--- src/rtl/sgn_exp_pipe_if.sv ---
// ---------------------------------------------------------------------------
// sgn_exp_pipe_if
//   Operand/result bus of the sign/exponent pipeline stage of the multiplier.
//
//   Parameter
//     EXP_W      exponent field width in bits
//
//   Signals
//     in_valid   operand pair valid                    (master -> slave)
//     in_ready   stage can accept the pair this cycle  (slave  -> master)
//     sa, sb     operand signs                         (master -> slave)
//     expa, expb biased operand exponents              (master -> slave)
//     mnza, mnzb operand mantissa fields non-zero      (master -> slave)
//     out_valid  result valid                          (slave  -> master)
//     out_ready  downstream accepts the result         (master -> slave)
//     out_sgn    product sign                          (slave  -> master)
//     out_exp    signed exponent result, EXP_W+2 bits  (slave  -> master)
//     out_zero / out_inf / out_nan / out_ovf / out_unf result class flags
//
//   Modports
//     master     operand producer and result consumer
//     slave      the pipeline itself
// ---------------------------------------------------------------------------
interface sgn_exp_pipe_if #(
   parameter int EXP_W = 8
);
   logic             in_valid;
   logic             in_ready;
   logic             sa;
   logic             sb;
   logic [EXP_W-1:0] expa;
   logic [EXP_W-1:0] expb;
   logic             mnza;
   logic             mnzb;

   logic             out_valid;
   logic             out_ready;
   logic             out_sgn;
   logic [EXP_W+1:0] out_exp;
   logic             out_zero;
   logic             out_inf;
   logic             out_nan;
   logic             out_ovf;
   logic             out_unf;

   modport master (
      output in_valid, sa, sb, expa, expb, mnza, mnzb, out_ready,
      input  in_ready, out_valid, out_sgn, out_exp,
             out_zero, out_inf, out_nan, out_ovf, out_unf
   );

   modport slave (
      input  in_valid, sa, sb, expa, expb, mnza, mnzb, out_ready,
      output in_ready, out_valid, out_sgn, out_exp,
             out_zero, out_inf, out_nan, out_ovf, out_unf
   );
endinterface

--- src/rtl/sgn_exp_pipe.sv ---
// ---------------------------------------------------------------------------
// sgn_exp_pipe
//   Two-stage pipelined sign / exponent stage of the approximate FP
//   multiplier. Produces the product sign, the rebiased exponent sum
//   (expa + expb - BIAS, signed, EXP_W+2 bits so it never wraps), the
//   special-operand result class and exponent overflow/underflow flags.
//
//   Parameters
//     EXP_W      exponent field width (8 for BFloat16)
//     BIAS       exponent bias, 0 <= BIAS < 2**EXP_W
//
//   Ports
//     clk        clock, rising edge
//     rst_n      asynchronous active-low reset
//     bus        sgn_exp_pipe_if.slave: valid/ready operand input,
//                valid/ready result output and result fields
//
//   Build option
//     SGN_EXP_SAT_EN  when defined, out_exp is saturated: all-ones exponent
//                     (2**EXP_W-1) for ovf/inf/nan, 0 for unf/zero.
//                     Undefined (default): out_exp always carries raw.
//
//   Pipeline
//     stage 1: sign, raw exponent, per-operand class bits
//     stage 2: resolved flags and final out_exp (the output registers)
//   Stage 2 advances when empty or out_ready; stage 1 advances when empty
//   or stage 2 advances. in_ready is therefore combinational from out_ready.
// ---------------------------------------------------------------------------
module sgn_exp_pipe #(
   parameter int EXP_W = 8,
   parameter int BIAS  = 127
) (
   input  logic           clk,
   input  logic           rst_n,
   sgn_exp_pipe_if.slave  bus
);

   localparam int RW = EXP_W + 2;

   localparam logic [RW-1:0]    BIAS_R   = RW'(BIAS);
   localparam logic [RW-1:0]    EXP_MAX  = RW'((1 << EXP_W) - 1);
   localparam logic [EXP_W-1:0] EXP_ONES = '1;

   // ------------------------------------------------------------------
   // Flow control
   // ------------------------------------------------------------------
   logic v1;
   logic v2;
   logic adv1;
   logic adv2;

   assign adv2        = !v2 || bus.out_ready;
   assign adv1        = !v1 || adv2;
   assign bus.in_ready = adv1;

   // ------------------------------------------------------------------
   // Stage 0 (combinational): raw exponent and operand classes
   // ------------------------------------------------------------------
   logic [RW-1:0] raw_c;
   logic          ones_a;
   logic          ones_b;
   logic          zero_a_c;
   logic          zero_b_c;
   logic          inf_a_c;
   logic          inf_b_c;
   logic          nan_a_c;
   logic          nan_b_c;

   // Zero-extended operands leave two spare bits, so the sum minus BIAS
   // stays representable in RW-bit two's complement for every input.
   assign raw_c    = {2'b00, bus.expa} + {2'b00, bus.expb} - BIAS_R;

   assign ones_a   = (bus.expa == EXP_ONES);
   assign ones_b   = (bus.expb == EXP_ONES);
   // Subnormals flush to zero, so the mantissa flag is irrelevant here.
   assign zero_a_c = (bus.expa == '0);
   assign zero_b_c = (bus.expb == '0);
   assign inf_a_c  = ones_a && !bus.mnza;
   assign inf_b_c  = ones_b && !bus.mnzb;
   assign nan_a_c  = ones_a &&  bus.mnza;
   assign nan_b_c  = ones_b &&  bus.mnzb;

   // ------------------------------------------------------------------
   // Stage 1 registers
   // ------------------------------------------------------------------
   logic          s1_sgn;
   logic [RW-1:0] s1_raw;
   logic          s1_zero_a;
   logic          s1_zero_b;
   logic          s1_inf_a;
   logic          s1_inf_b;
   logic          s1_nan_a;
   logic          s1_nan_b;

   always_ff @(posedge clk or negedge rst_n) begin
      if (!rst_n) begin
         v1        <= 1'b0;
         s1_sgn    <= 1'b0;
         s1_raw    <= '0;
         s1_zero_a <= 1'b0;
         s1_zero_b <= 1'b0;
         s1_inf_a  <= 1'b0;
         s1_inf_b  <= 1'b0;
         s1_nan_a  <= 1'b0;
         s1_nan_b  <= 1'b0;
      end else if (adv1) begin
         v1 <= bus.in_valid;
         if (bus.in_valid) begin
            s1_sgn    <= bus.sa ^ bus.sb;
            s1_raw    <= raw_c;
            s1_zero_a <= zero_a_c;
            s1_zero_b <= zero_b_c;
            s1_inf_a  <= inf_a_c;
            s1_inf_b  <= inf_b_c;
            s1_nan_a  <= nan_a_c;
            s1_nan_b  <= nan_b_c;
         end
      end
   end

   // ------------------------------------------------------------------
   // Stage 1 -> 2 (combinational): result class resolution
   // ------------------------------------------------------------------
   logic          nan_c;
   logic          inf_c;
   logic          zero_c;
   logic          normal_c;
   logic          ovf_c;
   logic          unf_c;
   logic [RW-1:0] exp_c;

   // inf * 0 is invalid and resolves to NaN ahead of the inf class.
   assign nan_c    = s1_nan_a || s1_nan_b
                     || (s1_inf_a && s1_zero_b) || (s1_inf_b && s1_zero_a);
   assign inf_c    = !nan_c && (s1_inf_a || s1_inf_b);
   assign zero_c   = !nan_c && !inf_c && (s1_zero_a || s1_zero_b);
   assign normal_c = !nan_c && !inf_c && !zero_c;

   // Signed compares done on the sign bit plus an unsigned magnitude test.
   assign ovf_c    = normal_c && !s1_raw[RW-1] && (s1_raw >= EXP_MAX);
   assign unf_c    = normal_c && (s1_raw[RW-1] || (s1_raw == '0));

`ifdef SGN_EXP_SAT_EN
   always_comb begin
      exp_c = s1_raw;
      if (ovf_c || inf_c || nan_c) begin
         exp_c = EXP_MAX;
      end else if (unf_c || zero_c) begin
         exp_c = '0;
      end
   end
`else
   assign exp_c = s1_raw;
`endif

   // ------------------------------------------------------------------
   // Stage 2 registers (drive the outputs directly)
   // ------------------------------------------------------------------
   logic          s2_sgn;
   logic [RW-1:0] s2_exp;
   logic          s2_zero;
   logic          s2_inf;
   logic          s2_nan;
   logic          s2_ovf;
   logic          s2_unf;

   always_ff @(posedge clk or negedge rst_n) begin
      if (!rst_n) begin
         v2      <= 1'b0;
         s2_sgn  <= 1'b0;
         s2_exp  <= '0;
         s2_zero <= 1'b0;
         s2_inf  <= 1'b0;
         s2_nan  <= 1'b0;
         s2_ovf  <= 1'b0;
         s2_unf  <= 1'b0;
      end else if (adv2) begin
         v2 <= v1;
         // Data only moves with a valid entry, so a drained output keeps
         // its last value and a stalled one is never disturbed.
         if (v1) begin
            s2_sgn  <= s1_sgn;
            s2_exp  <= exp_c;
            s2_zero <= zero_c;
            s2_inf  <= inf_c;
            s2_nan  <= nan_c;
            s2_ovf  <= ovf_c;
            s2_unf  <= unf_c;
         end
      end
   end

   assign bus.out_valid = v2;
   assign bus.out_sgn   = s2_sgn;
   assign bus.out_exp   = s2_exp;
   assign bus.out_zero  = s2_zero;
   assign bus.out_inf   = s2_inf;
   assign bus.out_nan   = s2_nan;
   assign bus.out_ovf   = s2_ovf;
   assign bus.out_unf   = s2_unf;

endmodule

--- src/flat_wrapper.sv ---
// flat-port wrapper written by rule: the top's interface ports become plain ports
module sgn_exp_pipe_flat 
#(
   parameter int EXP_W = 8,
   parameter int BIAS  = 127
)
  (clk, rst_n, bus_in_valid, bus_sa, bus_sb, bus_expa, bus_expb, bus_mnza, bus_mnzb, bus_out_ready, bus_in_ready, bus_out_valid, bus_out_sgn, bus_out_exp, bus_out_zero, bus_out_inf, bus_out_nan, bus_out_ovf, bus_out_unf);
  sgn_exp_pipe_if #(.EXP_W(EXP_W)) bus_i ();
  input  logic clk;
  input  logic rst_n;
  input wire logic [$bits(bus_i.in_valid)-1:0] bus_in_valid;
  input wire logic [$bits(bus_i.sa)-1:0] bus_sa;
  input wire logic [$bits(bus_i.sb)-1:0] bus_sb;
  input wire logic [$bits(bus_i.expa)-1:0] bus_expa;
  input wire logic [$bits(bus_i.expb)-1:0] bus_expb;
  input wire logic [$bits(bus_i.mnza)-1:0] bus_mnza;
  input wire logic [$bits(bus_i.mnzb)-1:0] bus_mnzb;
  input wire logic [$bits(bus_i.out_ready)-1:0] bus_out_ready;
  output wire logic [$bits(bus_i.in_ready)-1:0] bus_in_ready;
  output wire logic [$bits(bus_i.out_valid)-1:0] bus_out_valid;
  output wire logic [$bits(bus_i.out_sgn)-1:0] bus_out_sgn;
  output wire logic [$bits(bus_i.out_exp)-1:0] bus_out_exp;
  output wire logic [$bits(bus_i.out_zero)-1:0] bus_out_zero;
  output wire logic [$bits(bus_i.out_inf)-1:0] bus_out_inf;
  output wire logic [$bits(bus_i.out_nan)-1:0] bus_out_nan;
  output wire logic [$bits(bus_i.out_ovf)-1:0] bus_out_ovf;
  output wire logic [$bits(bus_i.out_unf)-1:0] bus_out_unf;
  assign bus_i.in_valid = bus_in_valid;
  assign bus_i.sa = bus_sa;
  assign bus_i.sb = bus_sb;
  assign bus_i.expa = bus_expa;
  assign bus_i.expb = bus_expb;
  assign bus_i.mnza = bus_mnza;
  assign bus_i.mnzb = bus_mnzb;
  assign bus_i.out_ready = bus_out_ready;
  assign bus_in_ready = bus_i.in_ready;
  assign bus_out_valid = bus_i.out_valid;
  assign bus_out_sgn = bus_i.out_sgn;
  assign bus_out_exp = bus_i.out_exp;
  assign bus_out_zero = bus_i.out_zero;
  assign bus_out_inf = bus_i.out_inf;
  assign bus_out_nan = bus_i.out_nan;
  assign bus_out_ovf = bus_i.out_ovf;
  assign bus_out_unf = bus_i.out_unf;
  sgn_exp_pipe #(.EXP_W(EXP_W), .BIAS(BIAS)) u_core (.clk(clk), .rst_n(rst_n), .bus(bus_i));
endmodule
--- config.mk ---
export PLATFORM = sky130hd
export DESIGN_NAME = sgn_exp_pipe_flat
export DESIGN_NICKNAME = d
export VERILOG_FILES = /design/src/rtl/sgn_exp_pipe_if.sv /design/src/rtl/sgn_exp_pipe.sv /design/src/flat_wrapper.sv
export SDC_FILE = /design/constraint.sdc
export NUM_CORES = 1
export LEC_CHECK = 0
export ABC_CLOCK_PERIOD_IN_PS = 1600
export BUFFER_PORTS_ARGS = -buffer_cell sky130_fd_sc_hd__buf_2
export CAP_MARGIN = 0
export CORE_AREA = 10 10 82 84
export DETAILED_ROUTE_END_ITERATION = 10
export DIE_AREA = 0 0 92 94
export HOLD_SLACK_MARGIN = 0.15
export PLACE_DENSITY_LB_ADDON = 0.12
export SKIP_CTS_REPAIR_TIMING = 1
export SLEW_MARGIN = 15
export SYNTH_ARGS = -nofsm -noshare
export SYNTH_HDL_FRONTEND = slang
export SYNTH_SLANG_ARGS = --single-unit
--- constraint.sdc ---
create_clock -name clk -period 1.6 [get_ports clk]
set_clock_uncertainty 0.1 [all_clocks]
set_input_delay 0.32 -clock clk [delete_from_list [all_inputs] [get_ports clk]]
set_output_delay 0.32 -clock clk [all_outputs]
set_load 0.03 [all_outputs]
==> After elaboration in Yosys (flattened, before gate mapping) <==
Cells that the tools add are included.
{ "totals": {"memories": 0, "wordCells": 57, "latchBits": 0, "reg_bits": 35, "inputBits": 24, "output_inout_bits": 18, "ram_bits": 0, "romBits": 0} }
{ "op_classes": {"n_shift": 0, "bitwise": 1, "n_div": 0, "eq_ne": 2, "n_lt_le_gt_ge": 1, "addsub": 2, "reduce_logical": 34, "n_mux": 0, "n_mul": 0} }
{ "ops": {"columns": ["cell", "count"], "rows": [
  ["$eq A8 B8 Y1 const B", 2],
  ["$logic_not A8 Y1", 2],
  ["$logic_and A1 B1 Y1", 13],
  ["$ge A10 B8 Y1 const B", 1],
  ["$logic_not A10 Y1", 1],
  ["$sub A10 B7 Y10 const B", 1],
  ["$add A8 B8 Y9", 1],
  ["$logic_not A1 Y1", 8],
  ["$logic_or A1 B1 Y1", 8],
  ["$reduce_and A2 Y1", 2],
  ["$xor A1 B1 Y1", 1]
]} }

==> Longest topological paths before layout <==
{ "logic_depth": {"depth_word": 12, "mapped_depth": 8, "depth_no_buf": 8} }

==> Worst setup path after synthesis <==
OpenSTA, ideal clock, no wires.
{ "synth_path": {"kind": "input -> register", "start": "in bus_expb[0]", "end": "reg u_core.s1_raw[9] (netlist: u_core.exp_c[9])", "setup_ps": 122, "required_time_ps": 1378, "stages": 7, "path_slack_ps": -629, "t_arrival_ps": 2007, "path_buffers": 0, "cell_sequence": "ha_1 > fa_1 > a211oi_1 > nor2_1 > nor4_4 > nand4_2 > a32o_1"} }
{ "synth_between": {"elab_chain_len": 2} }
{ "synth_lines": {"columns": ["element", "line_no", "text"], "rows": [
  ["start: declaration", "flat_wrapper.sv:15", "input wire logic [$bits(bus_i.expb)-1:0] bus_expb;"],
  ["$add A8 B8 Y9", "sgn_exp_pipe.sv:71", "assign raw_c = {2'b00, bus.expa} + {2'b00, bus.expb} - BIAS_R;"],
  ["$sub A10 B7 Y10", "sgn_exp_pipe.sv:71", null],
  ["end signal: assignment", "sgn_exp_pipe.sv:110", "s1_raw <= raw_c;"],
  ["end: declaration", "sgn_exp_pipe.sv:87", "logic [RW-1:0] s1_raw;"]
]} }
Every way passes these cells.
A chain may end at the register's enable or synchronous reset.

==> Worst setup path in the final report <==
{ "layout_path": {"start": "in bus_expa[0]", "end": "reg u_core.s1_raw[7] (netlist: u_core.exp_c[7])"} }
{ "layout_between": {"elab_chain_len": 2} }
{ "layout_lines": {"columns": ["element", "line_no", "text"], "rows": [
  ["start: declaration", "flat_wrapper.sv:14", "input wire logic [$bits(bus_i.expa)-1:0] bus_expa;"],
  ["$add A8 B8 Y9", "sgn_exp_pipe.sv:71", null],
  ["$sub A10 B7 Y10", "sgn_exp_pipe.sv:71", null]
]} }
Every way passes these cells.

==> reports/metrics.yaml <==
status:
  status: "finished with violations"
  violations: "negative setup slack"
floorplanning:
  fp-row-count: 26
  die_h_um: 94
  core_area_um2: 5070
  die_w_um: 92
  die_area_um2: 8650
  pin_count: 42
  start_util: 0.391
power_and_ir_drop:
  ir_worst_vdd_uv: 452
  power_density_nw_per_um2: 1070
  power_mw: 3.02
  leakagePower_nw: 1.32
timing:
  period_minus_slack_ps: 1960
  relSlewSlack: 0.760
  grt_setup_unrepaired: "yes"
  setup-tns-final_ps: -2090
  holdWs_ps: 168
  setup_ws_ps: -364
  final-hold-violation-count: 0
  max_freq_ghz: 0.509
  slew_violations: 0
  final-setup-viol-count: 9
  period_share: 1.23
  tightest_slew_ps: 358
synth:
  syn-instance-count: 192
  ys_ff_latch: 35
  synthDominantCellAreaShare: 0.441
  synth_edf_count: 0
  synth_area_leaders: "dfrtp_1 (44%), mux2_2 (6.8%), ha_1 (5.7%), nand2_1 (4.9%), nor2_1 (2.8%)"
  syn_area_per_cell_um2: 10.3
  syn_nets: 226
  ys_seq_area_frac: 0.441
  syn_area_um2: 1990
  ys_types: 43
  yosys.area.top_type: "dfrtp_1"
  ys.flop_type: "dfrtp_1"
  yosys_warnings: 0
  synthArstFlopShare: 1.00
placement:
  routabilityCongestion: 0.863
  placement.cell_area_um2: 2630
  pre_cts_slack_ps: -752
  numPortBuffers: 41
  dp.cells: 340
  dp_hpwl_mm: 4.03
cells_and_area:
  stdcell_count: 350
  layout-drive-gt1-share: 0.468
  area_growth_pct: 42.3
  n_antenna_cell: 0
  stdcell_area_um2: 2830
  nNetsFinal: 313
  final_util: 0.557
critical_path:
  setup.worst_path.start_class: "input port"
  crit_arrival_ps: 2080
  cp-end-kind: "register"
  cp_cell_sequence: "buf_8 > ha_4 > fa_2 > a211oi_2 > nor2_2 > nor4_4 > nand4_2 > xor2_1 > o21ai_1"
  cp.required_ps: 1710
  reg2reg_setup_slack_ps: -110
  cpMaxStageDelayCell: "fa_2"
  max_stage_delay_ps: 380
  worst-path-max-fanout: 4
  path_class: "in2reg"
hold_path:
  worst_hold_path_type: "in2reg"
drt:
  ant_nets: 0
  vias: 1702
  via_per_inst: 4.86
  drc_errors: 0
  wl_mm: 4.83
  drt_iter0_drc: 17
  firstDrtPassIters: 4
  avgRoutedWirePerCell_um: 13.8
global_route:
  grt_max_degree: 20
  grt_pass1_wl_mm: 8.20
  antenna_found_initial: 0
  grt_usage: 0.116
  grt_overflow: 0
  grt_pass1_vias: 1781
cts:
  clockBufferDepth: 2
  cts_made_buffers: 5
  cts_tree: "done"
  clock_sinks: 35
  cts.clk_slew.worst_paths_ps: 60
  insertion_delay_ps: 280
  h-tree-depth: 2
  ctsRootBufferMaster: "clkbuf_8"
run:
  max-cap-violations: 0
==> cell families (layout without fill, tap and decap cells) <==
family | count (synthesis) | in the layout | share of synthesized area
compound gates | 43 | 43 | 0.168
flops | 35 | 35 | 0.441
fa+ha+maj | 10 | 10 | 0.0668
buf+inv | 8 | 96 | 0.0164
mux | 12 | 12 | 0.0681
simple gates | 74 | 74 | 0.196
xor+xnor | 10 | 10 | 0.0441
==> cells in the mapped netlist (4+ instances only) <==
cell type and instances:
dfrtp_1 35, nand2_1 26, nor2_1 15, mux2_2 12
ha_1 9, o21ai_0 9, nand4_1 6, xnor2_1 6
nor4_1 5, o21ai_1 5, a21o_1 4, a21oi_1 4
a22o_1 4, clkbuf_1 4, nor3_1 4, xor2_1 4
==> routing by layer <==
metal / track usage / share of wire / vias to the layer above
met2: 0.181 / 0.45 / 44
met3: 0.0344 / 0.058 / 6
li1: - / - / 883
met4: 0.0501 / 0.018 / 0
met1: 0.145 / 0.47 / 769
met5: 0 / 0 / -
==> power breakdown <==
part / internal [mW] / switching [mW]
Combinational: 0.502 / 0.632
Sequential: 1.07 / 0.125
Clock: 0.392 / 0.296
==> flip-flops by register name (all words and copies together), names as in the netlist <==
name and cells:
u_core.v1 1, u_core.s1_inf_a 1, u_core.s1_inf_b 1, u_core.s1_zero_a 1
u_core.bus.out_exp 10, u_core.exp_c 10, u_core.bus.out_ovf 1, u_core.bus.out_valid 1
u_core.bus.out_inf 1, u_core.s1_zero_b 1, u_core.s1_sgn 1, u_core.bus.out_sgn 1
u_core.bus.out_nan 1, u_core.bus.out_unf 1, u_core.s1_nan_b 1, u_core.bus.out_zero 1
u_core.s1_nan_a 1
==> cells in the final DEF, fill, tap and decap left out, drive strengths merged, types with 4 or more instances in the layout <==
master   n
a21o     4
a21oi    4
a22o     4
buf     85
clkbuf   8
dfrtp   35
ha       9
mux2    12
nand2   26
nand4    7
nor2    15
nor3     4
nor4     6
o21ai   14
xnor2    6
xor2     4
==> area by class of cell <==
class | instances | area (um^2)
clock buffers | 8 | 100
repair buffers | 86 | 577
fillers | 472 | 2250
well taps | 70 | 87.6
inverters | 2 | 7.51
multi-input cells | 149 | 1180
flip-flops and latches | 35 | 877
==> final timing paths <==
path                                                     start                                end  cells past startpoint
worst min register to register  u_core.bus.out_nan$_DFFE_PN0P_     u_core.bus.out_nan$_DFFE_PN0P_                      1
min in group asynchronous                                rst_n  u_core.bus.out_exp[0]$_DFFE_PN0P_                      2
worst max register to register     u_core.s1_nan_b$_DFFE_PN0P_     u_core.bus.out_ovf$_DFFE_PN0P_                      3
worst max-delay path                               bus_expa[0]        u_core.exp_c[7]$_DFFE_PN0P_                      9
max in group asynchronous                                rst_n        u_core.s1_nan_a$_DFFE_PN0P_                      3
worst min-delay path                                  bus_mnzb        u_core.s1_nan_b$_DFFE_PN0P_                      2
==> critical path, delay by kind of cell <==
kind	cells	cell delay, ps
buffers and inverters	1	100
XOR/XNOR	1	190
AO/OA/AOI/OAI	2	340
AND/OR/NAND/NOR	3	580
adder cells (fa/ha/maj)	2	540
Note: power is estimated with default switching activity, not from simulation.
